$ cat src/rtl/ascii_enc_pkg.sv
// Shared font constants, FSM state encoding and the forward character/line -> address map.
package ascii_enc_pkg;

    localparam int unsigned AsciiWidth = 7;
    localparam int unsigned AddrWidth  = 11;
    localparam int unsigned Lines      = 11;
    localparam int unsigned FirstChar  = 32;

    typedef enum logic [1:0] {
        StIdle = 2'd0,
        StDiv  = 2'd1,
        StDone = 2'd2
    } enc_state_e;

    // Forward map used by the font address decoder: line address of (ascii, line).
    function automatic logic [AddrWidth-1:0] font_addr(input logic [AsciiWidth-1:0] ascii,
                                                       input logic [3:0] line);
        font_addr = AddrWidth'((int'(ascii) - int'(FirstChar)) * int'(Lines) + int'(line));
    endfunction

endpackage

$ cat src/rtl/ascii_enc_div_step.sv
// One combinational restoring-division step: subtract the shifted divisor when it fits.
module ascii_enc_div_step #(
    parameter int unsigned W = 18
) (
    input  logic [W-1:0] rem_in,
    input  logic [W-1:0] div_in,
    output logic [W-1:0] rem_out,
    output logic         q_bit
);

    always_comb begin
        q_bit   = (rem_in >= div_in);
        rem_out = q_bit ? (rem_in - div_in) : rem_in;
    end

endmodule

$ cat src/rtl/ascii_enc.sv
// Inverts the font line address map: addr -> (addr / LINES + FIRST_CHAR, addr mod LINES).
module ascii_enc
    import ascii_enc_pkg::*;
#(
    parameter int unsigned ASCII_WIDTH = AsciiWidth,
    parameter int unsigned ADDR_WIDTH  = AddrWidth,
    parameter int unsigned LINES       = Lines,
    parameter int unsigned FIRST_CHAR  = FirstChar
) (
    input  logic                   clk,
    input  logic                   rst,
    input  logic                   inValid,
    output logic                   inReady,
    input  logic [ADDR_WIDTH-1:0]  charaLineAddr,
    output logic                   outValid,
    input  logic                   outReady,
    output logic [ASCII_WIDTH-1:0] ascii,
    output logic [3:0]             lineCnt,
    output logic                   addrErr
);

    localparam int unsigned DW      = ADDR_WIDTH + ASCII_WIDTH;
    localparam int unsigned CW      = $clog2(ASCII_WIDTH);
    localparam int unsigned MaxAddr = ((1 << ASCII_WIDTH) - FIRST_CHAR) * LINES;

    enc_state_e             state_q;
    logic [DW-1:0]          rem_q;
    logic [ASCII_WIDTH-1:0] quot_q;
    logic [CW-1:0]          bit_cnt_q;
    logic                   err_q;

    logic [DW-1:0]          div_shift;
    logic [DW-1:0]          rem_next;
    logic                   q_bit;
    logic [ASCII_WIDTH-1:0] quot_next;
    logic                   in_range;

    always_comb begin
        div_shift = DW'(LINES) << bit_cnt_q;
        in_range  = (DW'(charaLineAddr) < DW'(MaxAddr));
        quot_next = quot_q;
        quot_next[bit_cnt_q] = q_bit;
    end

    ascii_enc_div_step #(
        .W (DW)
    ) u_div_step (
        .rem_in  (rem_q),
        .div_in  (div_shift),
        .rem_out (rem_next),
        .q_bit   (q_bit)
    );

    always_ff @(posedge clk) begin
        if (rst) begin
            state_q   <= StIdle;
            rem_q     <= '0;
            quot_q    <= '0;
            bit_cnt_q <= '0;
            err_q     <= 1'b0;
            inReady   <= 1'b1;
            outValid  <= 1'b0;
            ascii     <= '0;
            lineCnt   <= '0;
            addrErr   <= 1'b0;
        end else begin
            unique case (state_q)
                StIdle: begin
                    if (inValid) begin
                        state_q <= StDiv;
                        inReady <= 1'b0;
                        quot_q  <= '0;
                        err_q   <= ~in_range;
                        rem_q   <= DW'(charaLineAddr);
                        // Out-of-range requests spend a single cycle in StDiv before reporting.
                        bit_cnt_q <= in_range ? CW'(ASCII_WIDTH - 1) : '0;
                    end
                end
                StDiv: begin
                    quot_q <= quot_next;
                    rem_q  <= rem_next;
                    if (err_q) begin
                        state_q  <= StDone;
                        outValid <= 1'b1;
                        ascii    <= '0;
                        lineCnt  <= '0;
                        addrErr  <= 1'b1;
                    end else if (bit_cnt_q == '0) begin
                        state_q  <= StDone;
                        outValid <= 1'b1;
                        ascii    <= quot_next + ASCII_WIDTH'(FIRST_CHAR);
                        lineCnt  <= rem_next[3:0];
                        addrErr  <= 1'b0;
                    end else begin
                        bit_cnt_q <= bit_cnt_q - CW'(1);
                    end
                end
                StDone: begin
                    if (outReady) begin
                        state_q  <= StIdle;
                        outValid <= 1'b0;
                        inReady  <= 1'b1;
                    end
                end
                default: begin
                    state_q  <= StIdle;
                    inReady  <= 1'b1;
                    outValid <= 1'b0;
                end
            endcase
        end
    end

endmodule

$ cat config.mk
export PLATFORM = sky130hd
export DESIGN_NAME = ascii_enc
export DESIGN_NICKNAME = d
export VERILOG_FILES = /design/src/rtl/ascii_enc_pkg.sv /design/src/rtl/ascii_enc_div_step.sv /design/src/rtl/ascii_enc.sv
export SDC_FILE = /design/constraint.sdc
export NUM_CORES = 1
export LEC_CHECK = 0
export CAP_MARGIN = 20
export CORE_ASPECT_RATIO = 1.5
export CORE_MARGIN = 4
export CORE_UTILIZATION = 30
export CTS_CLUSTER_DIAMETER = 50
export DETAILED_ROUTE_END_ITERATION = 10
export RECOVER_POWER = 50
export SYNTH_ARGS = -nofsm -noshare
export SYNTH_HDL_FRONTEND = slang
export SYNTH_SLANG_ARGS = --single-unit
$ cat constraint.sdc
create_clock -name clk -period 4.72 [get_ports clk]
set_clock_uncertainty 0.1 [all_clocks]
set_input_delay 0.708 -clock clk [delete_from_list [all_inputs] [get_ports clk]]
set_output_delay 0.708 -clock clk [all_outputs]
set_load 0.1 [all_outputs]
Word level (Yosys, flattened, before mapping)
Index checks and enable logic that the tools add are counted.
{ "op_classes": {"magnitude_cmp": 4, "bitwise": 3, "mux": 31, "n_reduce_logical": 13, "n_shift": 1, "n_eq_ne": 8, "add_sub_neg": 3} }
{ "op_table": {"columns": ["operator", "count"], "rows": [
  ["18-bit two-way mux", 2],
  ["18-bit one-hot mux with 2 select lines", 1],
  ["7-bit two-way mux", 3],
  ["18-bit greater-or-equal comparator", 1],
  ["4-bit by 3-bit left shift with 18-bit output (first input constant)", 1],
  ["18-bit subtractor", 1],
  ["7-bit one-hot mux with 2 select lines", 1],
  ["3-bit two-way mux", 4],
  ["3-bit AND reduction", 4],
  ["11-bit less-than comparator (second input constant)", 1],
  ["2-bit inequality test (second input constant)", 5],
  ["1-bit two-way mux", 8],
  ["2-bit two-way mux", 4],
  ["4-bit two-way mux", 2],
  ["7-bit by 6-bit adder with 7-bit output (second input constant)", 1],
  ["7-bit bitwise mux", 1],
  ["1-bit one-hot mux with 3 select lines", 2],
  ["2-bit one-hot mux with 3 select lines", 1],
  ["3-bit one-hot mux with 2 select lines", 1],
  ["2-bit AND reduction", 3],
  ["3-bit by 4-bit less-than comparator with 1-bit output (second input constant)", 1],
  ["4-bit AND reduction", 1],
  ["2-bit nonzero test", 2],
  ["1-bit demux with 3-bit select", 1],
  ["other kinds (9)", 11]
]} }
{ "totals": {"reg_bits": 45} }

Depth between registers and ports, before layout
Gate-level depths: netlist (run 1).
{ "depth": {"word_depth": 8, "mapped_depth": 14, "mapped_depth_nobuf": 13} }

Cells and area by module
A second synthesis (run 1) with hierarchy kept.
{ "unflattened": {"hier_cells": 419, "hier_area_um2": 3354.5} }
{ "by_module_without_submodules": {"columns": ["module", "seq_area_each_um2", "area_each_um2", "n_inst", "cells_per_inst"], "rows": [
  ["ascii_enc", 900.9, 2165.8, 1, 254],
  ["ascii_enc_div_step", 0.0, 1188.6, 1, 165]
]} }

Least setup slack after synthesis (run 1)
Ideal clock, no wire load.
{ "synth_path": {"kind": "reg-to-reg", "startpoint": "reg bit_cnt_q[0]", "endpoint": "reg lineCnt[1]", "period_less_slack_ps": 3361, "t_required_ps": 4492, "t_arrival_ps": 3133, "path_stages_with_launch": 15, "setup_slack_ps": 1359, "cell_sequence": "dfxtp_1 > inv_1 > ha_1 > nor2b_1 > ha_1 > inv_1 > fa_1 > a21oi_1 > o211ai_1 > a211oi_4 > and2_4 > buf_2 > mux2_1 > a22oi_1 > nor2_1"} }
{ "synth_via": {"elab_chain_len": 5, "elab_cells_between_ends": 9} }
{ "synth_lines": {"columns": ["element", "line_no", "rtl"], "rows": [
  ["start: declaration", "ascii_enc.sv:29", "logic [CW-1:0] bit_cnt_q;"],
  ["start signal: assignment", "ascii_enc.sv:76", "bit_cnt_q <= in_range ? CW'(ASCII_WIDTH - 1) : '0;"],
  ["start signal: assignment", "ascii_enc.sv:95", "bit_cnt_q <= bit_cnt_q - CW'(1);"],
  ["4-bit by 3-bit left shift with 18-bit output", "ascii_enc.sv:39", "div_shift = DW'(LINES) << bit_cnt_q;"],
  ["18-bit subtractor / 18-bit greater-or-equal comparator (equally long branches)", "ascii_enc_div_step.sv:13, ascii_enc_div_step.sv:12", null],
  ["18-bit two-way mux", "ascii_enc_div_step.sv:13", "rem_out = q_bit ? (rem_in - div_in) : rem_in;"],
  ["4-bit two-way mux", "ascii_enc.sv:88", "end else if (bit_cnt_q == '0) begin"],
  ["4-bit two-way mux", "ascii_enc.sv:82", "if (err_q) begin"],
  ["end signal: assignment", "ascii_enc.sv:92", "lineCnt <= rem_next[3:0];"],
  ["end: declaration", "ascii_enc.sv:18", "output logic [3:0] lineCnt,"]
]} }
Parallel ways exist; a longest one is shown, timed or not. The select of a mux whose other input is x is not followed.
A chain may end at the register's enable or synchronous reset.

Worst setup path in the final report (run 1)
{ "layout_path": {"startpoint": "reg bit_cnt_q[0]", "endpoint": "reg rem_q[5]"} }
{ "layout_via": {"elab_chain_len": 4, "elab_cells_between_ends": 7} }
{ "layout_lines": {"columns": ["element", "line_no", "rtl"], "rows": [
  ["4-bit by 3-bit left shift with 18-bit output (*)", "ascii_enc.sv:39", null],
  ["18-bit subtractor / 18-bit greater-or-equal comparator (equally long branches)", "ascii_enc_div_step.sv:13, ascii_enc_div_step.sv:12", null],
  ["18-bit two-way mux / 2-bit inequality test (equally long branches)", null, null],
  ["18-bit one-hot mux with 2 select lines / 3-bit AND reduction (equally long branches)", null, null],
  ["end signal: assignment", "ascii_enc.sv:74", "rem_q <= DW'(charaLineAddr);"],
  ["end signal: assignment", "ascii_enc.sv:81", "rem_q <= rem_next;"],
  ["end: declaration", "ascii_enc.sv:27", "logic [DW-1:0] rem_q;"]
]} }
Mark *: on every way between the ends. The rest lies on a longest branch, timed or not. The select of a mux whose other input is x is not followed.

==> key figures, run 1 <==
Die
  • Initial Utilization: 0.3078
  • Die area: 10,680 µm²
  • I/O Pins: 29
  • Core footprint: 8828 µm²
  • Cell row count: 42
  • Die height: 124.6 µm
  • Die width: around 86 µm

Finish
  • Diodes inserted: 0
  • Post-route cell area: between 3000 and 4000 µm²
  • Sequential Area: between 900 and 1000 µm²
  • Area grow syn2layout: 19.61%
  • Post-route non-filler standard cell count: 472
  • Layout cells sized above 1: 0.05801
  • Multi-input logic area: between 1500 and 2000 µm²
  • Layout Nets: just under 400
  • Fill count: 931

GRT
  • Initial antenna violation count: 0
  • All-Layer GR Usage: 0.1414
  • Gr ovfl total: 0
  • Vias in the first global route: approximately 2,500
  • Largest net degree at the start of global routing: 26
  • First-pass GRT wire length: 12,210 µm

Yosys
  • Ys async rst share: 0
  • Proportion of synthesized chip area in sequential cells: 0.3315
  • Ys Warns: 0
  • Syn Std Cell Area: 2718 µm²
  • Syn Inst Count: 339
  • #FFs+latches synth: 45
  • Net Count, Synth: 371
  • Ys flop type: dfxtp_1
  • Avg Cell Area, Syn: 8.017 µm²
  • Synth unique cells: 54
  • EDFF count, synth: 0

Timing
  • Final worst path period share: 0.8562
  • Final hold vios: 0
  • Fin worst setup slack: 678.7 ps
  • Worst slew margin: 0.2606
  • Setup TNS: 0 ps
  • RSZ-0062 raised after global routing: no
  • Final count of negative-setup-slack endpoints: 0
  • Fin. max-slew vios: 0
  • Tmin final: just over 4000 ps
  • Worst Tran Pin Value: 1109 ps
  • Fmax: 247.4 MHz

Worst setup path
  • Req. time, crit path: about 4800 ps
  • WS Path Type: register to register
  • WP data arrival: a little over 4000 ps
  • Critical Path End Type: register
  • Worst reg2reg setup slack: 680 ps
  • Crit path launch type: register
  • CP Max Fanout: 16

Power
  • Clock Power Share: 0.266
  • Pwr dens: between 400 and 500 nW/µm²
  • Sw Share: 0.4014
  • Sw power: about 630 µW
  • Overall power: ~1600 µW
  • Pint: around 940 µW
  • Gate power share: 0.441
  • Sequential Power Share: 0.293
  • P_leak: around 0.0013 µW
  • Maximum VDD drop: 300.6 µV

Drt
  • Starting DRT DRC Count: 172
  • # DRC: 0
  • Routed wire length: 7269 µm
  • Wire length per cell: around 15 µm
  • First-pass detailed-route iteration total: 5
  • Via count: around 2,500
  • DRT antenna net count: 0
  • Via-per-instance ratio: ~5.3

Clock tree
  • Worst-path clk slew: about 70 ps
  • Clk sinks: 45
  • CTS H-tree lvls: 2
  • Post-cts repair resize count: 0
  • Post-CTS setup buffers: 0
  • CTS Hold Bufs: 0
  • CTS root buffer: clkbuf_16
  • CTS buffer count: 5
  • Clk buf depth: 2
  • Worst-Skew Late Latency: 290 ps
  • CTS tree: done

Min path
  • Worst min path class: register to register

Place
  • Gpl congestion: approximately 0.87
  • Detailed Place HPWL: 5502 µm
  • Place WS: between 900 and 1000 ps
  • Cell Area, Placed: 3085 µm²
  • # port buffers: 28
  • # placed instances: 463

Run
  • Max-Cap Viols: 0

Status
  • Status: finished, final reports clean
-- worst max-delay path, cell delays in order (launching register included) --
cell and delay [ps]:
dfxtp_1 480, inv_1 200, ha_1 250, nor2b_1 160
ha_1 230, inv_1 70, fa_1 200, a21oi_1 110
o211ai_1 310, a211oi_4 160, a21oi_1 870, buf_4 360
nor3_1 70, a2111oi_1 330
-- flip-flops by register name, summed over array words and instances (netlist names) --
name	cells
rem_q	18
ascii	7
quot_q	7
lineCnt	4
bit_cnt_q	3
state_q	2
addrErr	1
err_q	1
inReady	1
outValid	1
-- final timing paths --
| kind | startpoint | end | cells after the start |
|---|---|---|---|
| min | outValid | outValid | 2 |
| max | bit_cnt_q[0] | rem_q[5] | 13 |
| min reg2reg | outValid | outValid | 2 |
| max reg2reg | bit_cnt_q[0] | rem_q[5] | 13 |
-- layer usage --
layer	vias to the layer above	routed length [µm]	global-route usage
li1	1269	-	-
met1	1159	3089	0.1690
met2	61	3831	0.2491
met3	8	214	0.02449
met4	0	133	0.04939
met5	-	0	0
-- synth_stat cells (4+ instances only) --
| master | instances | area share |
|---|---|---|
| nor2b_1 | 4 | 0.0092 |
| o21ai_0 | 13 | 0.024 |
| ha_1 | 16 | 0.074 |
| nand2_1 | 23 | 0.032 |
| buf_2 | 4 | 0.0074 |
| clkbuf_1 | 12 | 0.017 |
| nor3_1 | 12 | 0.022 |
| dfxtp_1 | 45 | 0.33 |
| nand2b_1 | 4 | 0.0092 |
| mux2i_1 | 6 | 0.022 |
| inv_1 | 15 | 0.021 |
| xnor2_1 | 6 | 0.019 |
| a211oi_1 | 4 | 0.011 |
| nand3_1 | 5 | 0.0092 |
| a21oi_1 | 33 | 0.061 |
| o21ai_1 | 6 | 0.011 |
| a22oi_1 | 24 | 0.066 |
| nor2_1 | 49 | 0.068 |
-- cell type report --
class,instances,share of cell area
Tap cell,110,0.04234
Multi-Input combinational cell,262,0.5146
Timing Repair Buffer,32,0.09430
Sequential cell,45,0.2771
Inverter,15,0.01732
Clock inverter,2,0.01155
Clock buffer,6,0.04273
-- layout by cell type (no fill, tap or decap), types with 2 or more instances in the layout --
master,Yosys,routed
nor2_1,49,49
dfxtp_1,45,45
a21oi_1,33,34
a22oi_1,24,24
nand2_1,23,23
ha_1,16,16
inv_1,15,15
dlygate4sd3_1,0,15
o21ai_0,13,14
clkdlybuf4s50_1,0,13
nor3_1,12,12
mux2i_1,6,6
xnor2_1,6,6
nand3_1,5,5
o21ai_1,6,5
clkbuf_16,0,5
nand2b_1,4,4
nor2b_1,4,4
a211oi_1,4,4
or2_2,3,3
or4_1,3,3
o21bai_1,3,3
a21o_1,3,3
and3_1,3,3
mux2_1,3,3
buf_4,1,3
o211ai_1,2,2
nand4_1,2,2
nor3b_1,1,2
a21boi_0,2,2
nand4b_1,2,2
o31ai_1,2,2
a311oi_1,2,2
nor4_1,2,2
xor2_1,2,2
a2111oi_1,2,2
-- through the flow --
step / hold WS, ps / util
floorplan: 336.2 / -
global placement: 357.9 / 0.3495
detailed placement: 366.7 / 0.3495
CTS: 375.3 / 0.3695
global route: 393.5 / 0.3682
finish: 366.7 / 0.3682
-- cells by family (layout without fill, tap and decap cells) --
family / Yosys count / after routing / synth area share
AND/OR/NAND/NOR: 121 / 121 / 0.2192
adder cells (fa/ha/maj): 17 / 17 / 0.08103
flip-flops: 45 / 45 / 0.3315
XOR/XNOR: 8 / 8 / 0.02578
multiplexers: 9 / 9 / 0.03453
buffers and inverters: 32 / 55 / 0.04742
AO/OA/AOI/OAI: 107 / 107 / 0.2606
-- power by group through the flow --
| stage | registers (µW) | clock network [µW] | logic, µW |
|---|---|---|---|
| after floorplan | 524 | 0 | 488 |
| after global placement | 468 | 0 | 691 |
| after detailed placement | 468 | 0 | 698 |
| after CTS | 460 | 425 | 702 |
| after global routing | 467 | 437 | 761 |
| final | 460 | 417 | 691 |
No activity file was read; power rests on OpenSTA's default activity.
==> run 2: changes to the inputs <==
ABC_CLOCK_PERIOD_IN_PS = 4720   (was default)
CORE_UTILIZATION = 45   (was 30)
PLACE_DENSITY = 0.66   (was default)
==> key figures, run 2 (synthesized netlist as in run 1, its figures left out) <==
Clock tree
  • Clk buf depth: 2 (unchanged)
  • Worst-path clk slew: 100 ps (was 70 ps)
  • Clk sinks: 45 (unchanged)
  • CTS H-tree lvls: 2 (unchanged)
  • CTS buffer count: 5 (unchanged)
  • Post-cts repair resize count: 0 (unchanged)
  • CTS Hold Bufs: 0 (unchanged)
  • Post-CTS setup buffers: 0 (unchanged)
  • Worst-Skew Late Latency: 310 ps (was 290 ps)
  • CTS root buffer: clkbuf_8 (was clkbuf_16)
  • CTS tree: done (unchanged)

Worst setup path
  • Worst R2R Start: bit_cnt_q[0] (unchanged)
  • Crit path launch type: register (unchanged)
  • Worst reg2reg setup slack: 600 ps (was 680 ps)
  • WP data arrival: 4250 ps (was 4120 ps)
  • R2r worst-path depth: 12 (was 13)
  • Worst R2R End: rem_q[13] (was rem_q[5])
  • CP Cell Sequence: inv_1 -> ha_1 -> mux2i_1 -> ha_1 -> inv_1 -> nor4_2 -> nor3b_4 -> a21oi_1 -> buf_4 -> nand2_1 -> or4_1 -> a21oi_1 (was inv_1 -> ha_1 -> nor2b_1 -> ha_1 -> inv_1 -> fa_1 -> a21oi_1 -> o211ai_1 -> a211oi_4 -> a21oi_1 -> buf_4 -> nor3_1 -> a2111oi_1)
  • Slowest CP cell: a21oi_1 (unchanged)
  • Req. time, crit path: 4850 ps (was 4790 ps)
  • WS Path Type: register to register (unchanged)
  • CP peak stage delay: 720 ps (was 870 ps)
  • CP Max Fanout: 16 (unchanged)
  • Critical Path End Type: register (unchanged)

GRT
  • Largest net degree at the start of global routing: 31 (was 26)
  • Gr ovfl total: 0 (unchanged)
  • Initial antenna violation count: 0 (unchanged)
  • All-Layer GR Usage: 0.1991 (was 0.1414)
  • Vias in the first global route: 2,468 (was 2,452)
  • First-pass GRT wire length: 11,610 µm (was 12,210 µm)

Drt
  • First-pass detailed-route iteration total: 4 (was 5)
  • Via count: 2,533 (was 2,497)
  • Wire length per cell: 16.10 µm (was 15.40 µm)
  • Starting DRT DRC Count: 232 (was 172)
  • # DRC: 0 (unchanged)
  • Routed wire length: 6988 µm (was 7269 µm)
  • DRT antenna net count: 0 (unchanged)
  • Via-per-instance ratio: 5.836 (was 5.290)

Power
  • Pwr dens: 453.0 nW/µm² (was 482.3 nW/µm²)
  • Clock Power Share: 0.176 (was 0.266)
  • Sequential Power Share: 0.324 (was 0.293)
  • Pint: 785.0 µW (was 938.4 µW)
  • Sw power: 632.0 µW (was 629.4 µW)
  • Maximum VDD drop: 265.1 µV (was 300.6 µV)
  • P_leak: 0.001220 µW (was 0.001251 µW)
  • Gate power share: 0.500 (was 0.441)
  • Sw Share: 0.4460 (was 0.4014)

Die
  • Die height: 103.2 µm (was 124.6 µm)
  • I/O Pins: 29 (unchanged)
  • Cell row count: 34 (was 42)
  • Initial Utilization: 0.4663 (was 0.3078)
  • Die width: 71.45 µm (was 85.71 µm)
  • Core footprint: 5828 µm² (was 8828 µm²)
  • Die area: 7372 µm² (was 10,680 µm²)

Timing
  • Fmax: 242.5 MHz (was 247.4 MHz)
  • Worst Tran Pin Value: 1294 ps (was 1109 ps)
  • Tmin final: 4123 ps (was 4041 ps)
  • Final worst path period share: 0.8735 (was 0.8562)
  • Worst slew margin: 0.1376 (was 0.2606)
  • Final count of negative-setup-slack endpoints: 0 (unchanged)
  • Setup TNS: 0 ps (unchanged)
  • Fin. max-slew vios: 0 (unchanged)
  • Final hold vios: 0 (unchanged)
  • RSZ-0062 raised after global routing: no (unchanged)

Finish
  • Reg with most FFs: rem_q (unchanged)
  • Fill count: 554 (was 931)
  • Multi-input logic area: 1684 µm² (was 1673 µm²)
  • Area grow syn2layout: 15.10% (was 19.61%)
  • Largest register FFs: 18 (unchanged)
  • Leading cell type in the layout, fill and taps excluded: nor2_1 (unchanged)
  • Layout cells sized above 1: 0.06077 (was 0.05801)
  • Sequential Area: 900.9 µm² (unchanged)
  • Commonest non-fill, non-tap cells in the layout: nor2_1, dfxtp_1, a21oi_1 (unchanged)
  • Layout Nets: 393 (unchanged)
  • Diodes inserted: 0 (unchanged)
  • Largest regs: rem_q (18), ascii (7), quot_q (7) (unchanged)
  • Post-route non-filler standard cell count: 434 (was 472)

Place
  • Gpl congestion: 0.8722 (was 0.8685)
  • Detailed Place HPWL: 5288 µm (was 5502 µm)
  • # port buffers: 28 (unchanged)
  • # placed instances: 426 (was 463)

Min path
  • Hold depth: 2 (unchanged)
  • Hold endpoint: ascii[6] (was outValid)
  • Worst min path class: register to register (unchanged)
  • Start point of the worst min-delay path: ascii[6] (was outValid)

Status
  • Status: finished, final reports clean (unchanged)

Run
  • Max-Cap Viols: 0 (unchanged)
-- run 2: layout make-up --
| cell class | count | share of cell area |
|---|---|---|
| clock inverters | 3 | 0.006800 |
| flip-flops and latches | 45 | 0.2880 |
| inverters | 15 | 0.01800 |
| well taps | 72 | 0.02880 |
| repair buffers | 32 | 0.09800 |
| clock buffers | 5 | 0.02200 |
| multi-input cells | 262 | 0.5384 |
-- run 2: stage by stage --
stage          hold WS [ps]  total power (µW)  setup WS (ps)    util  area [µm²]
2_1_floorplan         336.2              1012           1359       -        2718
3_5_place_dp          354.5              1172          840.4  0.5225        3045
6_report              363.3              1417          596.9  0.5367        3128
3_3_place_gp          357.3              1167           1005  0.5225        3045
4_1_cts               369.1              1424          802.9  0.5380        3136
5_1_grt               386.9              1508          283.9  0.5367        3128
-- run 2: how the worst max path moves through the flow --
stage	from	end	slack, ps	cells past startpoint
2_1_floorplan	bit_cnt_q[0]	lineCnt[1]	1360	14
3_3_place_gp	bit_cnt_q[0]	rem_q[11]	1000	14
3_5_place_dp	bit_cnt_q[0]	rem_q[11]	840	14
4_1_cts	bit_cnt_q[0]	rem_q[11]	800	14
5_1_grt	bit_cnt_q[0]	rem_q[11]	280	14
6_report	bit_cnt_q[0]	rem_q[13]	600	12
-- run 2: power by group through the flow --
stage / Clock (µW) / Combinational, µW / Sequential [µW]
CTS: 255 / 710 / 459
global placement: 0 / 700 / 467
finish: 249 / 709 / 459
detailed placement: 0 / 705 / 467
floorplan: 0 / 488 / 524
global route: 272 / 771 / 465
-- run 2: critical path: cells and delay by family (launching register included) --
family          cells  cell delay [ps]
simple gates        4             1180
compound gates      2              850
fa+ha+maj           2              710
buf+inv             3              630
flops               1              480
mux                 1               90
-- run 2: routing by layer --
layer | part of all wire | wire (µm) | vias to the layer above | global-route usage
met2 | 0.51 | 3529 | 78 | 0.3548
met1 | 0.42 | 2930 | 1171 | 0.2310
li1 | - | - | 1267 | -
met3 | 0.047 | 329 | 17 | 0.03868
met4 | 0.028 | 198 | 0 | 0.08538
met5 | 0 | 0 | - | 0
==> run 3: changes to the inputs <==
SLEW_MARGIN = 20   (was default)
==> results of run 3 <==
No change in the layout: final DEF, timing and power equal those of run 2.
